[src/rtl/bp_cfg_link_pkg.sv]
// Shared definitions for the boot-time config link: sequencer states,
// config register address map and the default-width link beat.
package bp_cfg_link_pkg;

    typedef enum logic [2:0] {
        e_reset       = 3'd0,
        e_freeze      = 3'd1,
        e_core_id     = 3'd2,
        e_ucode_fetch = 3'd3,
        e_ucode_send  = 3'd4,
        e_unfreeze    = 3'd5,
        e_done        = 3'd6
    } bp_cfg_loader_state_e;

    localparam logic [15:0] bp_cfg_reg_freeze_gp       = 16'h0000;
    localparam logic [15:0] bp_cfg_reg_core_id_base_gp = 16'h0010;
    localparam logic [15:0] bp_cfg_reg_ucode_base_gp   = 16'h8000;

    localparam int bp_cfg_addr_width_gp = 16;
    localparam int bp_cfg_data_width_gp = 64;

    typedef struct packed {
        logic [bp_cfg_addr_width_gp-1:0] addr;
        logic [bp_cfg_data_width_gp-1:0] data;
    } bp_cfg_link_s;

endpackage

[src/rtl/bp_cfg_loader_if.sv]
// Config-link write channel plus the microcode ROM read port seen by the loader.
interface bp_cfg_loader_if #(
    parameter int cfg_addr_width_p = 16,
    parameter int cfg_data_width_p = 64,
    parameter int rom_addr_width_p = 8,
    parameter int cce_instr_width_p = 48
);
    logic                         cfg_v_o;
    logic [cfg_addr_width_p-1:0]  cfg_addr_o;
    logic [cfg_data_width_p-1:0]  cfg_data_o;
    logic                         cfg_ready_i;
    logic [rom_addr_width_p-1:0]  rom_addr_o;
    logic                         rom_v_o;
    logic [cce_instr_width_p-1:0] rom_data_i;

    modport master (
        output cfg_v_o, cfg_addr_o, cfg_data_o, rom_addr_o, rom_v_o,
        input  cfg_ready_i, rom_data_i
    );

    modport slave (
        input  cfg_v_o, cfg_addr_o, cfg_data_o, rom_addr_o, rom_v_o,
        output cfg_ready_i, rom_data_i
    );
endinterface

[src/rtl/bp_cfg_loader.sv]
// Boot config sequencer: after reset writes freeze, per-core IDs, CCE
// microcode (fetched from an external sync ROM) and unfreeze, then holds done.
module bp_cfg_loader
    import bp_cfg_link_pkg::*;
#(
    parameter int num_core_p              = 1,
    parameter int num_cce_instr_ram_els_p = 256,
    parameter int cce_instr_width_p       = 48,
    parameter int cfg_addr_width_p        = 16,
    parameter int cfg_data_width_p        = 64
) (
    input  logic             clk_i,
    input  logic             reset_n_i,
    bp_cfg_loader_if.master  cfg_if,
    output logic             done_o
);

    localparam int core_cnt_w  = (num_core_p > 1) ? $clog2(num_core_p) : 1;
    localparam int ucode_cnt_w = (num_cce_instr_ram_els_p > 1) ? $clog2(num_cce_instr_ram_els_p) : 1;

    localparam logic [core_cnt_w-1:0]  core_last_lp  = core_cnt_w'(num_core_p - 1);
    localparam logic [ucode_cnt_w-1:0] ucode_last_lp = ucode_cnt_w'(num_cce_instr_ram_els_p - 1);

    bp_cfg_loader_state_e          r_state;
    logic [core_cnt_w-1:0]         r_core_cnt;
    logic [ucode_cnt_w-1:0]        r_ucode_cnt;
    logic [cce_instr_width_p-1:0]  r_ucode_data;
    logic                          r_fresh;   // first cycle of e_ucode_send: ROM output is live

    logic                          w_cfg_v;
    logic [cfg_addr_width_p-1:0]   w_cfg_addr;
    logic [cfg_data_width_p-1:0]   w_cfg_data;
    logic                          w_xfer;
    logic [cce_instr_width_p-1:0]  w_ucode_word;

    assign w_xfer       = w_cfg_v & cfg_if.cfg_ready_i;
    // ROM data is only valid the cycle after the fetch; afterwards use the held copy
    assign w_ucode_word = r_fresh ? cfg_if.rom_data_i : r_ucode_data;

    // Sequencer state, counters and microcode capture register
    always_ff @(posedge clk_i or negedge reset_n_i) begin
        if (!reset_n_i) begin
            r_state      <= e_reset;
            r_core_cnt   <= '0;
            r_ucode_cnt  <= '0;
            r_ucode_data <= '0;
            r_fresh      <= 1'b0;
        end else begin
            case (r_state)
                e_reset: r_state <= e_freeze;
                e_freeze: if (w_xfer) begin
                    r_state    <= e_core_id;
                    r_core_cnt <= '0;
                end
                e_core_id: if (w_xfer) begin
                    if (r_core_cnt == core_last_lp) begin
                        r_state     <= e_ucode_fetch;
                        r_ucode_cnt <= '0;
                    end else begin
                        r_core_cnt <= r_core_cnt + core_cnt_w'(1);
                    end
                end
                e_ucode_fetch: begin
                    r_state <= e_ucode_send;
                    r_fresh <= 1'b1;
                end
                e_ucode_send: begin
                    if (r_fresh) begin
                        r_ucode_data <= cfg_if.rom_data_i;
                        r_fresh      <= 1'b0;
                    end
                    if (w_xfer) begin
                        if (r_ucode_cnt == ucode_last_lp) begin
                            r_state <= e_unfreeze;
                        end else begin
                            r_ucode_cnt <= r_ucode_cnt + ucode_cnt_w'(1);
                            r_state     <= e_ucode_fetch;
                        end
                    end
                end
                e_unfreeze: if (w_xfer) r_state <= e_done;
                e_done:     r_state <= e_done;
                default:    r_state <= e_reset;
            endcase
        end
    end

    // Write beat decoded purely from registered state, so ready never reaches it
    always_comb begin
        w_cfg_v    = 1'b0;
        w_cfg_addr = '0;
        w_cfg_data = '0;
        case (r_state)
            e_freeze: begin
                w_cfg_v    = 1'b1;
                w_cfg_addr = cfg_addr_width_p'(bp_cfg_reg_freeze_gp);
                w_cfg_data = cfg_data_width_p'(1);
            end
            e_core_id: begin
                w_cfg_v    = 1'b1;
                w_cfg_addr = cfg_addr_width_p'(bp_cfg_reg_core_id_base_gp) + cfg_addr_width_p'(r_core_cnt);
                w_cfg_data = cfg_data_width_p'(r_core_cnt);
            end
            e_ucode_send: begin
                w_cfg_v    = 1'b1;
                w_cfg_addr = cfg_addr_width_p'(bp_cfg_reg_ucode_base_gp) + cfg_addr_width_p'(r_ucode_cnt);
                w_cfg_data = cfg_data_width_p'(w_ucode_word);
            end
            e_unfreeze: begin
                w_cfg_v    = 1'b1;
                w_cfg_addr = cfg_addr_width_p'(bp_cfg_reg_freeze_gp);
                w_cfg_data = '0;
            end
            default: ;
        endcase
    end

    assign cfg_if.cfg_v_o    = w_cfg_v;
    assign cfg_if.cfg_addr_o = w_cfg_addr;
    assign cfg_if.cfg_data_o = w_cfg_data;
    assign cfg_if.rom_v_o    = (r_state == e_ucode_fetch);
    assign cfg_if.rom_addr_o = (r_state == e_ucode_fetch) ? r_ucode_cnt : '0;
    assign done_o            = (r_state == e_done);

endmodule

[src/flat_wrapper.sv]
// flat-port wrapper written by rule: the top's interface ports become plain ports
module bp_cfg_loader_flat import bp_cfg_link_pkg::*;
#(
    parameter int num_core_p              = 1,
    parameter int num_cce_instr_ram_els_p = 256,
    parameter int cce_instr_width_p       = 48,
    parameter int cfg_addr_width_p        = 16,
    parameter int cfg_data_width_p        = 64
)
  (clk_i, reset_n_i, done_o, cfg_if_cfg_v_o, cfg_if_cfg_addr_o, cfg_if_cfg_data_o, cfg_if_rom_addr_o, cfg_if_rom_v_o, cfg_if_cfg_ready_i, cfg_if_rom_data_i);
  bp_cfg_loader_if #(.cfg_addr_width_p(cfg_addr_width_p), .cfg_data_width_p(cfg_data_width_p), .rom_addr_width_p(8), .cce_instr_width_p(cce_instr_width_p)) cfg_if_i ();
  input  logic clk_i;
  input  logic reset_n_i;
  output logic done_o;
  output wire logic [$bits(cfg_if_i.cfg_v_o)-1:0] cfg_if_cfg_v_o;
  output wire logic [$bits(cfg_if_i.cfg_addr_o)-1:0] cfg_if_cfg_addr_o;
  output wire logic [$bits(cfg_if_i.cfg_data_o)-1:0] cfg_if_cfg_data_o;
  output wire logic [$bits(cfg_if_i.rom_addr_o)-1:0] cfg_if_rom_addr_o;
  output wire logic [$bits(cfg_if_i.rom_v_o)-1:0] cfg_if_rom_v_o;
  input wire logic [$bits(cfg_if_i.cfg_ready_i)-1:0] cfg_if_cfg_ready_i;
  input wire logic [$bits(cfg_if_i.rom_data_i)-1:0] cfg_if_rom_data_i;
  assign cfg_if_cfg_v_o = cfg_if_i.cfg_v_o;
  assign cfg_if_cfg_addr_o = cfg_if_i.cfg_addr_o;
  assign cfg_if_cfg_data_o = cfg_if_i.cfg_data_o;
  assign cfg_if_rom_addr_o = cfg_if_i.rom_addr_o;
  assign cfg_if_rom_v_o = cfg_if_i.rom_v_o;
  assign cfg_if_i.cfg_ready_i = cfg_if_cfg_ready_i;
  assign cfg_if_i.rom_data_i = cfg_if_rom_data_i;
  bp_cfg_loader #(.num_core_p(num_core_p), .num_cce_instr_ram_els_p(num_cce_instr_ram_els_p), .cce_instr_width_p(cce_instr_width_p), .cfg_addr_width_p(cfg_addr_width_p), .cfg_data_width_p(cfg_data_width_p)) u_core (.clk_i(clk_i), .reset_n_i(reset_n_i), .cfg_if(cfg_if_i), .done_o(done_o));
endmodule
[config.mk]
export PLATFORM = sky130hd
export DESIGN_NAME = bp_cfg_loader_flat
export DESIGN_NICKNAME = d
export VERILOG_FILES = /design/src/rtl/bp_cfg_link_pkg.sv /design/src/rtl/bp_cfg_loader_if.sv /design/src/rtl/bp_cfg_loader.sv /design/src/flat_wrapper.sv
export SDC_FILE = /design/constraint.sdc
export NUM_CORES = 1
export LEC_CHECK = 0
export CORE_MARGIN = 2
export CORE_UTILIZATION = 35
export CTS_CLUSTER_SIZE = 8
export DETAILED_ROUTE_END_ITERATION = 7
export PLACE_DENSITY = 0.72
export SYNTH_ARGS = -nofsm -noshare
export SYNTH_HDL_FRONTEND = slang
export SYNTH_SLANG_ARGS = --single-unit
[constraint.sdc]
create_clock -name clk_i -period 2.2 [get_ports clk_i]
set_clock_uncertainty 0.15 [all_clocks]
set_input_delay 0.44 -clock clk_i [delete_from_list [all_inputs] [get_ports clk_i]]
set_output_delay 0.44 -clock clk_i [all_outputs]
set_load 0.01 [all_outputs]
### After elaboration in Yosys (flattened, before gate mapping)

Cells that the tools add are included.

| storage, ports and cells | value |
|---|---|
| word-level logic and storage cells | 53 |
| input bits | 51 |
| output and inout port bits | 91 |
| register bits | 61 |

| operators by class | value |
|---|---|
| $add $sub $neg | 4 |
| equality and inequality tests | 13 |
| bitwise gates (word level) | 1 |
| multiplexer cells | 22 |
| reduce and logical (&&, ||, !) cells | 8 |

Operator list:

| cell | number |
|---|---|
| one-hot mux 48 bit (3 select lines) | 1 |
| two-way mux 48 bit | 1 |
| two-way mux 8 bit | 5 |
| one-hot mux 16 bit (2 select lines) | 1 |
| one-hot mux 3 bit (7 select lines) | 1 |
| two-way mux 3 bit | 6 |
| adder 16 x 8 -> 16 bit (first input constant) | 1 |
| one-hot mux 8 bit (2 select lines) | 1 |
| AND reduction 5 bit | 2 |
| == test 3 bit (second input constant) | 3 |
| adder 8 x 1 -> 8 bit (second input constant) | 1 |
| == test 8 bit (second input constant) | 1 |
| != test 2 x 1 -> 1 bit (second input constant) | 4 |
| adder 5 x 1 -> 6 bit (first input constant) | 1 |
| == test 3 x 2 -> 1 bit (second input constant) | 2 |
| nonzero test 2 bit | 3 |
| two-way mux 1 bit | 4 |
| != test 2 bit (second input constant) | 2 |
| one-hot mux 1 bit (2 select lines) | 2 |
| OR reduction 4 bit | 1 |
| == test 3 x 1 -> 1 bit (second input constant) | 1 |
| logical NOT 3 bit | 1 |
| AND reduction 3 bit | 1 |
| adder 1 bit (second input constant) | 1 |
| AND 1 bit | 1 |

### Longest topological paths before layout

| logic depth | value |
|---|---|
| depth in word-level cells | 6 |
| gate-level depth with buffers | 9 |
| depth with buffers taken out | 5 |

### Worst setup path after synthesis

OpenSTA, ideal clock, no wires.

| timing path | value |
|---|---|
| path kind | reg2out |
| from | reg u_core.r_fresh |
| to | out cfg_if_cfg_data_o[13] |
| required time | 1610 ps |
| arrival | 1290 ps |
| buffers on the path | 3 |
| stages on the path, launching flop included | 6 |
| path slack | 320 ps |
| cells stage by stage | dfrtp_1 -> clkbuf_1 -> buf_2 -> buf_2 -> mux2i_1 -> nor2_1 |

| between the ends | value |
|---|---|
| longest elaborated chain between the ends | 2 |

RTL lines:

| item | RTL line | text |
|---|---|---|
| from (decl) | bp_cfg_loader.sv:28 | `logic r_fresh;` |
| from (signal assigned) | bp_cfg_loader.sv:47 | `r_fresh <= 1'b0;` |
| from (signal assigned) | bp_cfg_loader.sv:65 | `r_fresh <= 1'b1;` |
| from (signal assigned) | bp_cfg_loader.sv:70 | `r_fresh <= 1'b0;` |
| two-way mux 48 bit | -- |  |
| one-hot mux 48 bit (3 select lines) | bp_cfg_loader.sv:93 | `case (r_state)` |
| to (decl) | flat_wrapper.sv:17 | `output wire logic [$bits(cfg_if_i.cfg_data_o)-1:0] cfg_if_cfg_data_o;` |

Every way passes these cells.

### Worst setup path after layout

| timing path | value |
|---|---|
| from | reg u_core.r_state[2] |
| to | out cfg_if_cfg_data_o[32] |

| between the ends | value |
|---|---|
| longest elaborated chain between the ends | 2 |
| elaborated cells on any way between the ends | 4 |
| classes of those cells | eq/ne: 3; mux: 1 |

RTL lines:

| item | RTL line | text |
|---|---|---|
| from (decl) | bp_cfg_loader.sv:24 | `bp_cfg_loader_state_e r_state;` |
| from (signal assigned) | bp_cfg_loader.sv:43 | `r_state <= e_reset;` |
| from (signal assigned) | bp_cfg_loader.sv:50 | `e_reset: r_state <= e_freeze;` |
| from (signal assigned) | bp_cfg_loader.sv:52 | `r_state <= e_core_id;` |
| == test 3 bit, or another cell as far along | bp_cfg_loader.sv:93 |  |
| one-hot mux 48 bit (3 select lines) (*) | bp_cfg_loader.sv:93 |  |

Every way passes the cells marked *; elsewhere a longest branch is shown, timed or not.

==> results.md <==
- Routability-driven placement finished with a final weighted congestion of 0.804.
- In this run, placement finished with an instance count of 594.
- The flow ran to the end, and the final reports show no timing, DRC or antenna violations.
- The global router's overall resource usage is 16.3%.
- At the end of the flow, the number of nets in the layout was 524.
- The number of top-level pins is approximately 140.
- Each instance of the synthesized netlist takes up on average 10.7 um^2.
- The post-route fraction of the period consumed by the critical path is 98.6%.
- For this run, the top clock speed supported by timing is 461 MHz.
- The die boundary width is 107 um.
- After layout, the worst setup slack is approximately 0.031 ns.
- The library cells used most frequently in the layout, excluding fill and tap cells, are 59 x dfrtp_1, 49 x clkdlybuf4s50_1, 48 x buf_2.
- The number of iterations in the first detailed-routing pass is 4.
- The count of mapped cells out of synthesis is roughly 350.
- The worst hold slack after final layout is 0.356 ns.
- Entering global routing, the biggest net connects 61 pins.
- The number of global-route vias before repair came to 2993.
- The proportion of synthesized area in mux cells is 29.5%.
- The data required time of the critical path is roughly 1.6 ns.
- The worst hold path class is reg -> reg.
- The count of pins over their slew limit is 0.
- The combinational family with the most area after synthesis is multiplexers.
- The area share of the largest cell type after synthesis is 40.3%.
- Data arrives at the worst endpoint at about 1.6 ns.
- Measured on the finished design, the core utilization comes to 48.9%.
- By area the synthesized netlist is led by dfrtp_1 40%, mux2i_1 13%, mux2_2 8.8%.
- The number of flops mapped to enable cells by yosys is 0.
- The share of the synthesized area in compound gates (AO/OA/AOI/OAI) is 6.29%.
- CTS saw 60 sinks.
- The total wire length after detailed routing is 9060 um.
- The routed length per instance is 14.8 um.
- The floorplan step defined a die boundary enclosing 11500 um^2.
- The cell area after layout is 5050 um^2.
- The warning count from the yosys run is 0.
- The root buffer cell is clkbuf_8.
- In the routed layout, each cell is associated on average with a via count of 4.85.
- Summed over all cells, the static leakage comes to around 2.5 nW.
- The worst ir drop on vdd is 0.000473 V.
- CTS built an H-tree with a depth of 3.
- The area share of and/or/nand/nor cells after synthesis is 13.7%.
- The worst setup path is captured at an output port.
- The library cell used most frequently in the layout, excluding fill and tap cells, is dfrtp_1.
- The relative area change from synthesis to final layout is 35.6%.
- The core region is 10300 um^2.
- Setup repair after global routing could not meet its margin everywhere.
- Counting along the longest clock path gives a buffer depth of 2.
- The setup slack after placement is -0.207 ns.
- The worst setup path is of the reg -> out kind.
- The number of antenna violations at the first check in global routing is 0.
- The number of distinct library cell variants in the gate-level netlist after synthesis is 50.
- In this run the worst path has a maximum fanout of 28.
- Counting flops with an async set or reset pin after synthesis yields a share of 100%.
- The repair_antennas step left the layout with diodes totalling 0.
- In this run the vertical extent of the chip is roughly 110 um.
- After layout, the design draws a total of 5.86 mW.
- In the routed design, unresolved DRC markers number 0.
- The xor and xnor area share after synthesis is 0.235%.
- The time the worst path needs with I/O delays and setup is 2.17 ns.
- Of the synthesized area, sequential elements account for 40.3%.
- The post-synth design cell area is 3720 um^2.
- The critical path launch point type is a flop.
- Setup violations remaining at the end of the flow were counted as 0.
- Buffers placed on the I/O ports in this run total 118.
- Once detailed placement completed, the half-perimeter wirelength came to 6410 um.
- The effective utilization at floorplan is 36.0%.
- The final instance count without filler cells is 612.
- The most area-hungry cell type in the Yosys netlist is dfrtp_1.
- The clock latency of the later-clocked register in the worst-skew pair is 0.33 ns.
- The post-synthesis adder-cell area fraction is 0.336%.
- The final route contains 2970 vias.
- The global-route wire length before repair is 14800 um.
- TritonCTS built the clock tree.
- The number of buffers created by CTS is 9.
- The iteration-0 DRC count of the detailed router is ~120.
- Cells with a size suffix above 1 make up 34.0% of the layout.
- In the final timing run, aggregate negative setup slack is 0 ns.
- After clock tree synthesis, the clock-pin slew on the worst setup and hold paths is around 0.060 ns.
- The most used flip-flop cell after synthesis is dfrtp_1.
- The count of state elements after synthesis is 60.
- In this run the core area contains 37 standard-cell rows.
- The number of max-capacitance violations reported is 0.
- The overflow left after global routing is 0.
- Summing all placed instances gives a cell area of 5030 um^2.
- The power per cell area is 1160 nW/um^2.
- The count of endpoints failing hold in the final timing report came to 0.
- The detail route stage leaves a number of antenna-violating nets equal to 0.
==> synthesized netlist by cell type (2+ instances only) <==
cell,count
nand2_1,7
buf_6,3
a221oi_1,2
mux2_4,20
and2_1,6
nand3_1,2
buf_12,2
clkbuf_1,14
buf_2,4
mux2_2,29
o211ai_1,2
buf_4,25
o21ai_0,5
nor3_1,6
mux2i_1,47
a211oi_1,2
a21boi_0,3
inv_1,4
nand4_1,2
nand2b_1,2
dfrtp_1,60
nor2_1,56
a41oi_1,2
o2111ai_1,2
a21oi_1,5
nor2b_1,5
and3_1,8
==> worst paths after layout <==
check,start,endpoint,slack (ns),cells after the start
max,u_core.r_state[2]$_DFFE_PN0P_,cfg_if_cfg_data_o[32],0.03,6
min,u_core.r_ucode_data[1]$_DFFE_PN0N_,u_core.r_ucode_data[1]$_DFFE_PN0N_,0.36,1
max reg2reg,u_core.r_state[2]$_DFFE_PN0P_,u_core.r_ucode_data[11]$_DFFE_PN0N_,0.27,7
min reg2reg,u_core.r_ucode_data[1]$_DFFE_PN0N_,u_core.r_ucode_data[1]$_DFFE_PN0N_,0.36,1
max in group asynchronous,reset_n_i,u_core.r_ucode_cnt[3]$_DFFE_PN0P_,1.13,3
min in group asynchronous,reset_n_i,u_core.r_ucode_data[32]$_DFFE_PN0N_,0.49,3
==> worst max-delay path, stage by stage, from the launching register on <==
cell	delay [ns]
dfrtp_1	0.39
nor2b_4	0.16
buf_4	0.12
nand2b_4	0.08
buf_12	0.17
nor2_2	0.10
clkdlybuf4s15_2	0.22
==> where the power goes <==
part	internal [mW]	switching, mW
logic	1.62	1.35
registers	1.62	0.305
clock network	0.546	0.425
==> layout make-up <==
class,count,area (um^2)
inverter,5,21.3
multi-input combinational,257,2010
sequential,60,1500
clock buffer,11,141
tap,136,170
timing repair buffer,139,1150
clock inverter,4,50.0
fill,972,5280
==> what timing repair did <==
action                     in CTS  in global routing
buffers inserted                2                  0
resized for setup             212                 42
hold endpoints to repair       60                  0
hold buffers                    1                  0
setup endpoints to repair      68                 38
==> registers in the layout, summed over array words and instances, names as in the netlist <==
register             count
u_core.r_state           3
u_core.r_fresh           1
u_core.r_ucode_cnt       8
u_core.r_ucode_data     48
==> per-layer routing <==
layer | part of all wire (%) | GRT usage, %
met4 | 0.89 | 5.38
met2 | 51 | 27.5
met1 | 42 | 20.5
met3 | 5.9 | 3.65
met5 | 0 | 0
==> cells by family (layout without fill, tap and decap cells) <==
kind of cell	Yosys count	in the layout
other	1	23
buffers and inverters	53	159
adder cells (fa/ha/maj)	1	1
AO/OA/AOI/OAI	32	32
AND/OR/NAND/NOR	104	104
flip-flops	60	60
multiplexers	96	96
XOR/XNOR	1	1
No activity file was read; power rests on OpenSTA's default activity.
